--- src/rtl/if_pkg.sv ---
// Shared types and constants for the prefetching instruction-fetch stage.
package if_pkg;

  localparam int INST_W   = 32;
  localparam int ADDR_W   = 32;
  localparam int CTRL_BIT = 6;

  typedef enum logic [2:0] {
    FIFO_IDLE,
    FIFO_PUSH,
    FIFO_POP,
    FIFO_PUSH_POP,
    FIFO_FLUSH
  } fifo_op_e;

  // One entry of the in-flight return pipe: which beat of which instruction.
  typedef struct packed {
    logic              valid;
    logic [1:0]        beat;
    logic [ADDR_W-1:0] pc;
  } beat_tag_t;

  function automatic int beats_of(input int mem_bytes);
    return 4 / mem_bytes;
  endfunction

endpackage

--- src/rtl/stage_if_prefetch_if.sv ---
// Memory read port between the fetch stage (master) and the memory arbiter (slave).
interface stage_if_prefetch_if #(parameter int MEM_BYTES = 1);
  import if_pkg::*;

  logic                   mem_req_o;
  logic [ADDR_W-1:0]      mem_addr_o;
  logic                   mem_gnt_i;
  logic [8*MEM_BYTES-1:0] mem_data_i;

  modport master (output mem_req_o, mem_addr_o, input mem_gnt_i, mem_data_i);
  modport slave  (input mem_req_o, mem_addr_o, output mem_gnt_i, mem_data_i);

endinterface

--- src/rtl/if_inst_fifo.sv ---
// Synchronous prefetch queue with flush; head is zero whenever the queue is empty.
module if_inst_fifo
  import if_pkg::*;
#(
  parameter int DEPTH = 4,
  parameter int WIDTH = 64
) (
  input  logic                     clk,
  input  logic                     rst_n,
  input  logic                     flush,
  input  logic                     push,
  input  logic                     pop,
  input  logic [WIDTH-1:0]         push_data,
  output logic [$clog2(DEPTH):0]   count,
  output logic                     head_valid,
  output logic [WIDTH-1:0]         head_data
);

  localparam int PW = $clog2(DEPTH);
  localparam logic [PW:0] FULL = (PW+1)'(DEPTH);

  logic [WIDTH-1:0] store [DEPTH];
  logic [PW-1:0]    rd_ptr;
  logic [PW-1:0]    wr_ptr;
  fifo_op_e         op;

  always_comb begin
    op = FIFO_IDLE;
    if (flush)                    op = FIFO_FLUSH;
    else if (push && head_valid && pop) op = FIFO_PUSH_POP;
    else if (push)                op = FIFO_PUSH;
    else if (pop && head_valid)   op = FIFO_POP;
  end

  always_ff @(posedge clk or negedge rst_n) begin
    if (!rst_n) begin
      rd_ptr <= '0;
      wr_ptr <= '0;
      count  <= '0;
    end else begin
      case (op)
        FIFO_FLUSH: begin
          rd_ptr <= '0;
          wr_ptr <= '0;
          count  <= '0;
        end
        FIFO_PUSH: begin
          wr_ptr <= wr_ptr + PW'(1);
          count  <= count + (PW+1)'(1);
        end
        FIFO_POP: begin
          rd_ptr <= rd_ptr + PW'(1);
          count  <= count - (PW+1)'(1);
        end
        FIFO_PUSH_POP: begin
          wr_ptr <= wr_ptr + PW'(1);
          rd_ptr <= rd_ptr + PW'(1);
        end
        default: ;
      endcase
    end
  end

  always_ff @(posedge clk) begin
    if (op == FIFO_PUSH || op == FIFO_PUSH_POP) store[wr_ptr] <= push_data;
  end

  assign head_valid = (count != '0);
  assign head_data  = head_valid ? store[rd_ptr] : '0;

  // The fetch credit scheme must make a push into a full queue impossible.
  no_overflow: assert property (@(posedge clk) disable iff (!rst_n)
                                (push && !flush) |-> (count != FULL));

endmodule

--- src/rtl/stage_if_prefetch.sv ---
// Instruction fetch stage: issues MEM_BYTES-wide beats, reassembles 32-bit words and
// queues them for ID; supports redirect/flush and halting after control transfers.
module stage_if_prefetch
  import if_pkg::*;
#(
  parameter int MEM_BYTES    = 1,
  parameter int MEM_LAT      = 2,
  parameter int FIFO_DEPTH   = 4,
  parameter bit STOP_ON_CTRL = 1'b1
) (
  input  logic                 clk,
  input  logic                 rst_n,
  stage_if_prefetch_if.master  mem,
  input  logic                 branch_enable_i,
  input  logic [ADDR_W-1:0]    branch_addr_i,
  input  logic                 stall_i,
  output logic                 inst_valid_o,
  output logic [ADDR_W-1:0]    pc_o,
  output logic [INST_W-1:0]    inst_o,
  output logic                 branch_stall_req_o
);

  localparam int         BEATS     = beats_of(MEM_BYTES);
  localparam int         BW        = 8 * MEM_BYTES;
  localparam int         CW        = $clog2(FIFO_DEPTH) + 1;
  localparam logic [1:0] LAST_BEAT = 2'(BEATS - 1);

  logic [ADDR_W-1:0]        fetch_pc;
  logic [1:0]               idx;
  logic                     halted;
  logic [CW-1:0]            pend;
  beat_tag_t                pipe [MEM_LAT];
  beat_tag_t                ret;
  logic [INST_W-1:0]        asm_q;
  logic [INST_W-1:0]        asm_next;
  logic                     issue;
  logic                     credit;
  logic                     last_ret;
  logic                     push;
  logic                     pop;
  logic [CW-1:0]            fifo_count;
  logic [ADDR_W+INST_W-1:0] head;

  // pend counts instructions whose first beat has issued but whose last beat has not returned.
  assign credit   = ({1'b0, fifo_count} + {1'b0, pend}) < (CW+1)'(FIFO_DEPTH);
  assign mem.mem_req_o  = rst_n && !halted && !branch_enable_i && (idx != 2'd0 || credit);
  assign mem.mem_addr_o = fetch_pc + ADDR_W'(idx) * ADDR_W'(MEM_BYTES);

  assign issue    = mem.mem_req_o && mem.mem_gnt_i;
  assign ret      = pipe[MEM_LAT-1];
  assign last_ret = ret.valid && (ret.beat == LAST_BEAT);
  assign push     = last_ret && !halted && !branch_enable_i;
  assign pop      = inst_valid_o && !stall_i;

  always_comb begin
    asm_next = asm_q;
    if (ret.valid && !halted) asm_next[BW*int'(ret.beat) +: BW] = mem.mem_data_i;
  end

  always_ff @(posedge clk or negedge rst_n) begin
    if (!rst_n) begin
      fetch_pc <= '0;
      idx      <= 2'd0;
      halted   <= 1'b0;
      pend     <= '0;
      asm_q    <= '0;
      for (int i = 0; i < MEM_LAT; i++) pipe[i] <= '0;
    end else if (branch_enable_i) begin
      fetch_pc <= branch_addr_i;
      idx      <= 2'd0;
      halted   <= 1'b0;
      pend     <= '0;
      asm_q    <= '0;
      for (int i = 0; i < MEM_LAT; i++) pipe[i] <= '0;
    end else begin
      pipe[0] <= beat_tag_t'({issue, idx, fetch_pc});
      for (int i = 1; i < MEM_LAT; i++) pipe[i] <= pipe[i-1];
      asm_q <= asm_next;
      if (issue) begin
        if (idx == LAST_BEAT) begin
          idx      <= 2'd0;
          fetch_pc <= fetch_pc + 32'd4;
        end else begin
          idx <= idx + 2'd1;
        end
      end
      if (push && STOP_ON_CTRL && asm_next[CTRL_BIT]) halted <= 1'b1;
      // Dropped returns while halted still retire their pending slot.
      case ({issue && idx == 2'd0, last_ret})
        2'b10:   pend <= pend + CW'(1);
        2'b01:   pend <= pend - CW'(1);
        default: ;
      endcase
    end
  end

  if_inst_fifo #(
    .DEPTH (FIFO_DEPTH),
    .WIDTH (ADDR_W + INST_W)
  ) u_fifo (
    .clk        (clk),
    .rst_n      (rst_n),
    .flush      (branch_enable_i),
    .push       (push),
    .pop        (pop),
    .push_data  ({ret.pc, asm_next}),
    .count      (fifo_count),
    .head_valid (inst_valid_o),
    .head_data  (head)
  );

  assign pc_o               = head[ADDR_W+INST_W-1 -: ADDR_W];
  assign inst_o             = head[INST_W-1:0];
  assign branch_stall_req_o = halted;

endmodule

--- src/flat_wrapper.sv ---
// flat-port wrapper written by rule: the top's interface ports become plain ports
module stage_if_prefetch_flat import if_pkg::*;
#(
  parameter int MEM_BYTES    = 1,
  parameter int MEM_LAT      = 2,
  parameter int FIFO_DEPTH   = 4,
  parameter bit STOP_ON_CTRL = 1'b1
)
  (clk, rst_n, branch_enable_i, branch_addr_i, stall_i, inst_valid_o, pc_o, inst_o, branch_stall_req_o, mem_mem_req_o, mem_mem_addr_o, mem_mem_gnt_i, mem_mem_data_i);
  stage_if_prefetch_if #(.MEM_BYTES(MEM_BYTES)) mem_i ();
  input  logic clk;
  input  logic rst_n;
  input  logic branch_enable_i;
  input  logic [ADDR_W-1:0] branch_addr_i;
  input  logic stall_i;
  output logic inst_valid_o;
  output logic [ADDR_W-1:0] pc_o;
  output logic [INST_W-1:0] inst_o;
  output logic branch_stall_req_o;
  output wire logic [$bits(mem_i.mem_req_o)-1:0] mem_mem_req_o;
  output wire logic [$bits(mem_i.mem_addr_o)-1:0] mem_mem_addr_o;
  input wire logic [$bits(mem_i.mem_gnt_i)-1:0] mem_mem_gnt_i;
  input wire logic [$bits(mem_i.mem_data_i)-1:0] mem_mem_data_i;
  assign mem_mem_req_o = mem_i.mem_req_o;
  assign mem_mem_addr_o = mem_i.mem_addr_o;
  assign mem_i.mem_gnt_i = mem_mem_gnt_i;
  assign mem_i.mem_data_i = mem_mem_data_i;
  stage_if_prefetch #(.MEM_BYTES(MEM_BYTES), .MEM_LAT(MEM_LAT), .FIFO_DEPTH(FIFO_DEPTH), .STOP_ON_CTRL(STOP_ON_CTRL)) u_core (.clk(clk), .rst_n(rst_n), .mem(mem_i), .branch_enable_i(branch_enable_i), .branch_addr_i(branch_addr_i), .stall_i(stall_i), .inst_valid_o(inst_valid_o), .pc_o(pc_o), .inst_o(inst_o), .branch_stall_req_o(branch_stall_req_o));
endmodule
--- config.mk ---
export PLATFORM = sky130hd
export DESIGN_NAME = stage_if_prefetch_flat
export DESIGN_NICKNAME = d
export VERILOG_FILES = /design/src/rtl/if_pkg.sv /design/src/rtl/stage_if_prefetch_if.sv /design/src/rtl/if_inst_fifo.sv /design/src/rtl/stage_if_prefetch.sv /design/src/flat_wrapper.sv
export SDC_FILE = /design/constraint.sdc
export NUM_CORES = 1
export LEC_CHECK = 0
export ABC_CLOCK_PERIOD_IN_PS = 8450
export BUFFER_PORTS_ARGS = -buffer_cell sky130_fd_sc_hd__buf_2
export CORE_UTILIZATION = 50
export CTS_BUF_LIST = sky130_fd_sc_hd__clkbuf_4 sky130_fd_sc_hd__clkbuf_8 sky130_fd_sc_hd__clkbuf_16
export DETAILED_ROUTE_END_ITERATION = 6
export PLACE_DENSITY = 0.69
export SLEW_MARGIN = 20
export SYNTH_ARGS = -nofsm -noshare
export SYNTH_HDL_FRONTEND = slang
export SYNTH_SLANG_ARGS = --single-unit
--- constraint.sdc ---
create_clock -name clk -period 8.45 [get_ports clk]
set_clock_uncertainty 0.2 [all_clocks]
set_input_delay 1.69 -clock clk [delete_from_list [all_inputs] [get_ports clk]]
set_output_delay 1.69 -clock clk [all_outputs]
set_load 0.05 [all_outputs]
; Word-level counts from Yosys, hierarchy flattened
; Memory sizes are Yosys's and may differ from the RTL's.
; Index checks and enable logic that the tools add are counted.
[totals]
regBits = 147
latch_bits = 0
mem_bits_rw = 256
mem_bits_ro = 0
out_inout_bits = 99
memories = 1
[op_classes]
addsub = 11
n_mul = 0
div_mod_pow = 0
n_lt_le_gt_ge = 1
n_eq_ne = 8
shift = 2
muxes = 24
bitwise_logic = 0
reduce_logical = 32
[mem_list]
columns = name, depth, word_bits, read_ports, rd_ports_with_merged_regs, wr, line
row1 = u_core.u_fifo.store, 4, 64, 1, 0, 1, if_inst_fifo.sv:22  ; logic [WIDTH-1:0] store [DEPTH];
[ops]
columns = op, count
row1 = two-way mux 32 bit, 5
row2 = two-way mux 70 bit, 1
row3 = two-way mux 64 bit, 1
row4 = negator 5 -> 33 bit, 1
row5 = "variable shift 8 x 33 -> 32 bit, first input constant", 1
row6 = indexed part select 8 x 33 -> 32 bit, 1
row7 = adder 32 x 2 -> 32 bit, 1
row8 = "adder 32 x 3 -> 32 bit, second input constant", 1
row9 = bitwise mux 32 bit, 1
row10 = logical AND 1 bit, 14
row11 = two-way mux 2 bit, 6
row12 = nonzero test 2 bit, 6
row13 = case mux 3 bit (3 select lines), 1
row14 = nonzero test 3 bit, 3
row15 = case mux 2 bit (2 select lines), 2
row16 = "adder 2 x 1 -> 2 bit, second input constant", 3
row17 = "adder 3 x 1 -> 3 bit, second input constant", 2
row18 = "== test 2 bit, second input constant", 3
row19 = "== test 3 x 2 -> 1 bit, second input constant", 2
row20 = two-way mux 3 bit, 2
row21 = case mux 3 bit (2 select lines), 1
row22 = "subtractor 3 x 1 -> 3 bit, second input constant", 2
row23 = adder 3 x 3 -> 4 bit, 1
row24 = "less-than comparator 4 x 3 -> 1 bit, second input constant", 1
row25 = 9 further kinds, 16

; Depth between registers and ports, before layout
; Gate-level depths: netlist (run 1).
[logic_depth]
depth_word = 12
mapped_depth = 9

; By module
; Synthesis (run 1) repeated with hierarchy kept, for this count alone.
[hier_totals]
cells_unflattened = 1063
hier_area_um2 = 16594.7
[by_module_without_submodules]
columns = module, n_inst, cells_per_inst, area_per_inst_um2, seq_area_each_um2
row1 = if_inst_fifo, 1, 462, 10159.7, 7862.5
row2 = stage_if_prefetch, 1, 601, 6434.9, 3503.4

; Least setup slack after synthesis (run 1)
; No wires, ideal clock.
[synth_timing]
path_kind = input port to flip-flop
startpoint = input branch_enable_i
endpoint = memory u_core.u_fifo.store[0][0] (enable)
arrival_ps = 7001
t_required_ps = 7672
slack_ps = 671
cell_stages = 4
cell_sequence = clkbuf_1 -> clkbuf_1 -> buf_1 -> nor3b_1
[synth_via]
elab_chain_cells = 10
[synth_lines]
columns = item, line
row1 = start: declaration, flat_wrapper.sv:13  ; input logic branch_enable_i;
row2 = logical NOT 1 bit, stage_if_prefetch.sv:52  ; assign push = last_ret && !halted && !branch_enable_i;
row3 = logical AND 1 bit, stage_if_prefetch.sv:52
row4 = logical AND 1 bit (2 in a row), if_inst_fifo.sv:30  ; else if (push && head_valid && pop) op = FIFO_PUSH_POP;
row5 = two-way mux 2 bit, if_inst_fifo.sv:30
row6 = two-way mux 3 bit (*), if_inst_fifo.sv:29  ; if (flush) op = FIFO_FLUSH;
row7 = == test 3 x 1 -> 1 bit or == test 3 x 2 -> 1 bit (tied branches), if_inst_fifo.sv:65  ; if (op == FIFO_PUSH || op == FIFO_PUSH_POP) store[wr_ptr] <= push_data;
row8 = logical OR 1 bit (*), if_inst_fifo.sv:65
row9 = two-way mux 1 bit (*), if_inst_fifo.sv:65
row10 = two-way mux 1 bit (not written as such) (*), if_inst_fifo.sv:65
row11 = end: declaration, if_inst_fifo.sv:22
; Mark *: on every way between the ends. The rest lies on a longest branch, timed or not.

; Worst setup path in the final report (run 1)
[layout_timing]
startpoint = register u_core.idx[0]
endpoint = output mem_mem_addr_o[24]
[layout_via]
elab_chain_cells = 1
[layout_lines]
columns = item, line
row1 = start: declaration, stage_if_prefetch.sv:29  ; logic [1:0] idx;
row2 = start signal: assignment, stage_if_prefetch.sv:84  ; idx <= idx + 2'd1;
row3 = adder 32 x 2 -> 32 bit, stage_if_prefetch.sv:47  ; assign mem.mem_addr_o = fetch_pc + ADDR_W'(idx) * ADDR_W'(MEM_BYTES);
row4 = end: declaration, flat_wrapper.sv:21  ; output wire logic [$bits(mem_i.mem_addr_o)-1:0] mem_mem_addr_o;
; Every way passes these cells.

==> results of run 1 <==
==> cells by family (layout without fill, tap and decap cells) <==
kind of cell / Yosys count / count (layout) / synth area share
AO/OA/AOI/OAI: 75 / 75 / 0.0326
XOR/XNOR: 59 / 59 / 0.0313
adder cells (fa/ha/maj): 20 / 20 / 0.0165
buffers and inverters: 79 / 246 / 0.0192
flip-flops: 403 / 403 / 0.689
multiplexers: 68 / 68 / 0.0898
other: 0 / 1 / 0
AND/OR/NAND/NOR: 351 / 351 / 0.122
==> where the power goes <==
part | leakage [nW] | switching, mW | total, mW | internal [mW]
Combinational | 2.33 | 0.832 | 1.18 | 0.349
Sequential | 4.31 | 0.0733 | 2.20 | 2.13
Clock | 0.647 | 0.696 | 1.71 | 1.02
Total | 7.28 | 1.60 | 5.10 | 3.50
==> worst max-delay path by stage <==
| stage | startpoint | endpoint | slack, ns | depth (start not counted) |
|---|---|---|---|---|
| after global placement | branch_enable_i | u_core.fetch_pc[29] | 3.59 | 7 |
| after CTS | u_core.idx[0] | mem_mem_addr_o[24] | 3.07 | 8 |
| after global routing | u_core.idx[0] | mem_mem_addr_o[24] | 2.98 | 8 |
| after detailed placement | branch_enable_i | u_core.fetch_pc[29] | 3.51 | 7 |
| after floorplan | branch_enable_i | u_core.u_fifo.store[0][0] | 0.67 | 4 |
| final | u_core.idx[0] | mem_mem_addr_o[24] | 3.08 | 8 |
==> per-stage QoR <==
step / hold slack, ns / total power, mW
finish: 0.257 / 5.10
floorplan: 0.239 / 3.15
detailed placement: 0.249 / 3.44
global placement: 0.243 / 3.44
global route: 0.264 / 5.30
CTS: 0.251 / 5.15
==> per-layer routing <==
layer / up-vias / track usage / share of wire
li1: 4145 / - / -
met1: 4668 / 0.293 / 0.45
met2: 295 / 0.323 / 0.48
met3: 38 / 0.0315 / 0.055
met4: 0 / 0.0440 / 0.014
met5: - / 0 / 0
==> flip-flops by register name, indices dropped and copies added (netlist names) <==
register                   count
u_core.fetch_pc               32
u_core.pipe                   70
u_core.u_fifo.store          256
u_core.asm_q                  32
u_core.idx                     2
u_core.u_fifo.rd_ptr           2
u_core.u_fifo.count            3
u_core.pend                    3
u_core.branch_stall_req_o      1
u_core.u_fifo.wr_ptr           2
==> worst max-delay path: stages (launching register included) <==
cell	delay, ns
sky130_fd_sc_hd__dfrtp_1	0.42
sky130_fd_sc_hd__ha_1	0.21
sky130_fd_sc_hd__inv_1	0.06
sky130_fd_sc_hd__fa_1	0.51
sky130_fd_sc_hd__nor3_2	0.68
sky130_fd_sc_hd__nand2_1	0.22
sky130_fd_sc_hd__nor4_1	0.42
sky130_fd_sc_hd__xor2_1	0.18
sky130_fd_sc_hd__buf_2	0.28
==> placed cells by master, fill, tap and decap left out, types with 3 or more instances in the layout <==
master and n:
sky130_fd_sc_hd__a21oi_1 5, sky130_fd_sc_hd__a22o_1 32, sky130_fd_sc_hd__and2_1 97, sky130_fd_sc_hd__and4_1 3, sky130_fd_sc_hd__buf_2 141, sky130_fd_sc_hd__buf_4 13
sky130_fd_sc_hd__clkbuf_16 41, sky130_fd_sc_hd__clkbuf_4 14, sky130_fd_sc_hd__clkinv_1 7, sky130_fd_sc_hd__clkinv_2 6, sky130_fd_sc_hd__dfrtp_1 145, sky130_fd_sc_hd__edfxtp_1 256
sky130_fd_sc_hd__fa_1 3, sky130_fd_sc_hd__ha_1 17, sky130_fd_sc_hd__inv_1 19, sky130_fd_sc_hd__mux2i_1 4, sky130_fd_sc_hd__mux4_2 64, sky130_fd_sc_hd__nand2_1 56
sky130_fd_sc_hd__nand3_1 18, sky130_fd_sc_hd__nand3b_1 3, sky130_fd_sc_hd__nand4_1 12, sky130_fd_sc_hd__nor2_1 30, sky130_fd_sc_hd__nor2b_1 68, sky130_fd_sc_hd__nor3_1 21
sky130_fd_sc_hd__nor3b_2 3, sky130_fd_sc_hd__nor4_1 13, sky130_fd_sc_hd__nor4_2 3, sky130_fd_sc_hd__o21ai_0 25, sky130_fd_sc_hd__or2_2 6, sky130_fd_sc_hd__or3_1 4
sky130_fd_sc_hd__xnor2_1 42, sky130_fd_sc_hd__xor2_1 17
==> cells in the mapped netlist (all sizes together) (17+ instances only) <==
cell type and count:
nand2 56, ha 17, buf 18, nand3 18, clkbuf 42, a22o 32, nor2 30, edfxtp 256
and2 97, inv 19, o21ai 25, nor2b 68, xnor2 42, xor2 17, nor3 22, dfrtp 147
mux4 64
==> final cells by class <==
cell class	count	area, sq um	area share
repair buffers	155	815	0.0430
clock buffers	57	1160	0.0612
clock inverters	15	116	0.00614
diodes	1	2.50	0.000132
multi-input cells	573	4850	0.256
well taps	442	553	0.0292
inverters	19	71.3	0.00377
flip-flops and latches	403	11400	0.600
==> impl_summary.log, run 1 <==
INFO  metric status = finished clean
INFO  metric grt_antenna_before_repair = 1
INFO  metric power_leakage = 7.28 nW
INFO  metric global_route.overflow_total = 0
INFO  metric worstSkewPairLatency = 0.51 ns
INFO  metric post_synth_instance_area = 16500 sq um
INFO  metric critical_path.startpoint_type = flop
INFO  metric setup_ws = 3.08 ns
INFO  metric die_w = 184 um
INFO  metric finish.cell_count_without_fillers = 1665
INFO  metric ys_ff_latch = 403
INFO  metric yosys_warnings = 0
INFO  metric placed_wire_length_estimate_after_detailed_placement = 20.1 mm
INFO  metric post-synth-top-area-fraction = 0.466
INFO  metric synth.largest_area_cell = sky130_fd_sc_hd__edfxtp_1
INFO  metric synthCells = 1055
INFO  metric core.rowCount = 66
INFO  metric worstSetupEndpointType = output port
INFO  metric syn_avg_cell_area = 15.6 sq um
INFO  metric route.detailed.drc = 0
INFO  metric worst_setup_hold_path_clk_slew = 0.06 ns
INFO  metric pin_count = 144
INFO  metric port-buffer-count = 143
INFO  metric worstPathArrival = 3.48 ns
INFO  metric numClockSinks = 403
INFO  metric wire_per_inst = 19.8 um
INFO  metric grt_setup_unrepaired = no
INFO  metric floorplan_core_area = 32500 sq um
INFO  metric fraction_of_the_yosys_area_taken_by_sequential_cells = 0.689
INFO  metric final-hold-violation-count = 0
INFO  metric detail-route-antenna-nets = 0
INFO  metric stdcell_area = 18900 sq um
INFO  metric maximum_buffer_depth_of_the_clock_tree = 3
INFO  metric tritoncts.num_buffers = 41
INFO  metric synth_nets = 1120
INFO  metric hold_start = u_core.pipe[37]
INFO  metric detailroute.via_count = 9146
INFO  metric final.min_clock_period = 5.37 ns
INFO  metric max_clock_freq = 186 MHz
INFO  metric finalSetupViolations = 0
INFO  metric peakVddDrop = 144 uV
INFO  metric area.growth.synth_to_final = 14.7%
INFO  metric fillerInstances = 2555
INFO  metric power_density = 269 nW/um^2
INFO  metric grt_util_all_layers = 0.202
INFO  metric place_area = 17700 sq um
INFO  metric max_h_tree_level = 2
INFO  metric reg2reg_slack = 5.09 ns
INFO  metric routabilityCongestion = 0.850
INFO  metric tritoncts = yes
INFO  metric initial_utilization = 0.507
INFO  metric synth_flop_cell = sky130_fd_sc_hd__edfxtp_1
INFO  metric finalMaxSlewViolations = 0
INFO  metric route.detailed.vias_per_inst = 5.49
INFO  metric regToRegEndpoint = u_core.u_fifo.store[2][52]
INFO  metric die_area = 33700 sq um
INFO  metric grt_max_degree = 95
INFO  metric hold-path-endpoint = u_core.pipe[2]
INFO  metric period_utilization_post_route = 0.635
INFO  metric finalCoreUtilization = 0.582
INFO  metric postCtsSetupRepairBufs = 0
INFO  metric fin_tns_setup = 0 ns
INFO  metric synth_enable_flop_cells = 256
INFO  metric tightestPinTransition = 0.953 ns
INFO  metric drtIter0Drc = 627
INFO  metric ys_top_cells_by_area = sky130_fd_sc_hd__edfxtp_1, sky130_fd_sc_hd__dfrtp_1, sky130_fd_sc_hd__mux4_2, sky130_fd_sc_hd__and2_1, sky130_fd_sc_hd__nor2b_1
INFO  metric die_y = 184 um
INFO  metric placed_cells_incl_taps = 1592
INFO  metric final_net_count = 1258
INFO  metric async_reset_ff_frac = 0.365
INFO  metric first_pass_iters = 5
INFO  metric req_time_crit_path = 6.56 ns
INFO  metric hold_depth = 1
INFO  metric reg2reg_depth = 4
INFO  metric placement_stage_worst_setup_slack = 3.51 ns
INFO  metric worst-setup-path-type = reg2out
INFO  metric grt_pass1_wl = 51.6 mm
INFO  metric holdCritPathClass = reg2reg
INFO  metric wl = 33.0 mm
INFO  metric crit_path_max_fanout = 8
INFO  metric slew_headroom = 0.364
INFO  metric vias_in_the_first_global_route = 9058
INFO  metric cap_violations = 0
INFO  metric layout_cells_sized_above_1 = 0.250
INFO  metric synth.lib_cells_used.distinct = 48
INFO  metric cts.hold.buffers_added = 0
INFO  metric cts.root.buffer_cell = sky130_fd_sc_hd__clkbuf_16
INFO  metric startpoint_of_the_worst_slack_reg_to_reg_timing_path = u_core.pipe[32]
INFO  metric cts-resized-gates = 0
No activity file was read; power rests on OpenSTA's default activity.
==> run 2, diff against run 1 <==
ABC_CLOCK_PERIOD_IN_PS = 4500   (was 8450)
PLACE_DENSITY = 0.71   (was 0.69)
clock period = 4.5 ns   (was 8.45 ns; I/O delays follow)
==> run 2 against run 1 <==
Design area up 1.0%. Die area unchanged. Worst setup slack lost 2.7 ns. Via count hardly changed. Core utilization increased by 0.58 points. Final cell count is 0.72% higher. Largest power group unchanged. Highest routed layer is now met5.
==> impl_summary.log, run 2 (synthesis results as in run 1) <==
INFO  metric route.detailed.drc = 0 (unchanged)
INFO  metric critical_path.startpoint_type = flop
INFO  metric port-buffer-count = 143 (unchanged)
INFO  metric detail-route-antenna-nets = 0 (unchanged)
INFO  metric power_density = 509 nW/um^2 (+89%)
INFO  metric cts-resized-gates = 0 (unchanged)
INFO  metric grt_max_degree = 77 (-19%)
INFO  metric status = finished clean
INFO  metric pin_count = 144 (unchanged)
INFO  metric largestRegisters = u_core.u_fifo.store x256, u_core.pipe x70
INFO  metric final_power = 9.74 mW (+91%)
INFO  metric period_utilization_post_route = 0.908
INFO  metric fillerInstances = 2529 (-1.0%)
INFO  metric routabilityCongestion = 0.907 (+6.7%)
INFO  metric tightestPinTransition = 0.932 ns (-0.0214 ns)
INFO  metric layout_cells_sized_above_1 = 0.261 (+0.0107)
INFO  metric worstPathArrival = 2.99 ns (-0.49 ns)
INFO  metric grt_setup_unrepaired = no
INFO  metric final_net_count = 1268 (+0.79%)
INFO  metric tritoncts.num_buffers = 41 (unchanged)
INFO  metric maximum_buffer_depth_of_the_clock_tree = 3 (unchanged)
INFO  metric finalSetupViolations = 0 (unchanged)
INFO  metric placed_wire_length_estimate_after_detailed_placement = 21.0 mm (+4.4%)
INFO  metric die_w = 184 um (unchanged)
INFO  metric cts.hold.buffers_added = 0 (unchanged)
INFO  metric max_h_tree_level = 2 (unchanged)
INFO  metric req_time_crit_path = 3.40 ns (-3.16 ns)
INFO  metric area.growth.synth_to_final = 15.9%
INFO  metric reg2reg_depth = 8 (+4)
INFO  metric initial_utilization = 0.507 (unchanged)
INFO  metric global_route.overflow_total = 0 (unchanged)
INFO  metric core.rowCount = 66 (unchanged)
INFO  metric power_leakage = 7.38 nW (+1.4%)
INFO  metric tritoncts = yes
INFO  metric wire_per_inst = 19.9 um (+0.64%)
INFO  metric final_cell_mix = sky130_fd_sc_hd__edfxtp_1, sky130_fd_sc_hd__dfrtp_1, sky130_fd_sc_hd__buf_2, sky130_fd_sc_hd__and2_1, sky130_fd_sc_hd__nor2b_1
INFO  metric postCtsSetupRepairBufs = 0 (unchanged)
INFO  metric final-hold-violation-count = 0 (unchanged)
INFO  metric cts.root.buffer_cell = sky130_fd_sc_hd__clkbuf_16
INFO  metric numClockSinks = 403 (unchanged)
INFO  metric floorplan_core_area = 32500 sq um (unchanged)
INFO  metric most_frequent_standard_cell_in_the_layout_excluding_fill_and_tap_cells = sky130_fd_sc_hd__edfxtp_1
INFO  metric slew_headroom = 0.374 (+0.00911)
INFO  metric drtIter0Drc = 678 (+8.1%)
INFO  metric grt_util_all_layers = 0.206 (+0.00455)
INFO  metric worstSetupEndpointType = output port
INFO  metric wl = 33.4 mm (+1.4%)
INFO  metric grt_pass1_wl = 53.1 mm (+2.9%)
INFO  metric worstSkewPairLatency = 0.52 ns (about the same)
INFO  metric die_area = 33700 sq um (unchanged)
INFO  metric route.detailed.vias_per_inst = 5.46 (-0.68%)
INFO  metric crit_path_max_fanout = 8 (unchanged)
INFO  metric holdCritPathClass = in2async
INFO  metric final.min_clock_period = 4.09 ns
INFO  metric worst_setup_hold_path_clk_slew = 0.06 ns (about the same)
INFO  metric worst-setup-path-type = reg2out
INFO  metric max_clock_freq = 245 MHz
INFO  metric setup_ws = 0.412 ns (-2.67 ns)
INFO  metric grt_antenna_before_repair = 4 (+3)
INFO  metric largest-register = u_core.u_fifo.store
INFO  metric largest_register_ffs = 256 (unchanged)
INFO  metric detailroute.via_count = 9149 (+0.033%)
INFO  metric die_y = 184 um (unchanged)
INFO  metric cap_violations = 0 (unchanged)
INFO  metric placement_stage_worst_setup_slack = 0.967 ns (-2.55 ns)
INFO  metric peakVddDrop = 297 uV (+110%)
INFO  metric first_pass_iters = 4 (-1)
INFO  metric fin_tns_setup = 0 ns (unchanged)
INFO  metric vias_in_the_first_global_route = 9329 (+3.0%)
INFO  metric finalMaxSlewViolations = 0 (unchanged)
run 2: changes by cell type in the layout (fill, tap and decap cells not counted), moves of 3 or more:
| cell | before | now |
|---|---|---|
| sky130_fd_sc_hd__nor3b_2 | 3 | 0 |
| sky130_fd_sc_hd__clkbuf_8 | 2 | 5 |
| sky130_fd_sc_hd__nor3b_4 | 1 | 4 |
| sky130_fd_sc_hd__clkinvlp_4 | 0 | 3 |
| sky130_fd_sc_hd__clkinv_1 | 7 | 2 |
| sky130_fd_sc_hd__buf_4 | 13 | 21 |
run 2: per-stage QoR:
stage / cell area, sq um / hold WS, ns / cells / util
2_1_floorplan: 16500 / 0.239 / 1055 / -
3_3_place_gp: 17800 / 0.244 / 1602 / 0.546
3_5_place_dp: 17800 / 0.249 / 1602 / 0.546
4_1_cts: 19100 / 0.0841 / 1675 / 0.588
5_1_grt: 19100 / 0.0980 / 1675 / 0.588
6_report: 19100 / 0.0898 / 1677 / 0.588
run 2: layout make-up:
type	count	area, sq um	area share
Tap cell	442	553	0.0289
Clock inverter	15	159	0.00831
Clock buffer	58	1180	0.0619
Antenna cell	2	5.00	0.000262
Multi-Input combinational cell	573	4870	0.255
Sequential cell	403	11400	0.594
Inverter	19	71.3	0.00373
Timing Repair Buffer	165	915	0.0478
run 2: layer usage:
layer,routed length (um),vias up,track usage
li1,-,4159,-
met5,18,-,0
met2,16300,290,0.339
met1,14400,4657,0.284
met3,2240,39,0.0422
met4,426,4,0.0473
run 2: where the power goes:
| part | total [mW] | switching [mW] | internal, mW |
|---|---|---|---|
| clock | 3.34 | 1.33 | 2.01 |
| sequential | 4.15 | 0.144 | 4.00 |
| combinational | 2.25 | 1.57 | 0.676 |
| total | 9.74 | 3.05 | 6.69 |
run 2: path summary, 6_finish.rpt:
kind | start | end | slack [ns]
max in group asynchronous | rst_n | u_core.u_fifo.rd_ptr[0] | 2.84
max | u_core.idx[0] | mem_mem_addr_o[24] | 0.41
max reg2reg | u_core.pipe[32] | u_core.u_fifo.count[2] | 1.59
min reg2reg | u_core.pipe[52] | u_core.pipe[17] | 0.26
min | rst_n | u_core.pipe[61] | 0.09
min in group clk | u_core.pipe[52] | u_core.pipe[17] | 0.26
run 2: critical path, stage by stage, from the launching register on:
cell	delay, ns
sky130_fd_sc_hd__dfrtp_1	0.42
sky130_fd_sc_hd__ha_1	0.19
sky130_fd_sc_hd__inv_1	0.06
sky130_fd_sc_hd__fa_1	0.52
sky130_fd_sc_hd__nor3_2	0.22
sky130_fd_sc_hd__buf_4	0.19
sky130_fd_sc_hd__nand2_1	0.11
sky130_fd_sc_hd__nor4_1	0.31
sky130_fd_sc_hd__xor2_1	0.18
sky130_fd_sc_hd__buf_2	0.28
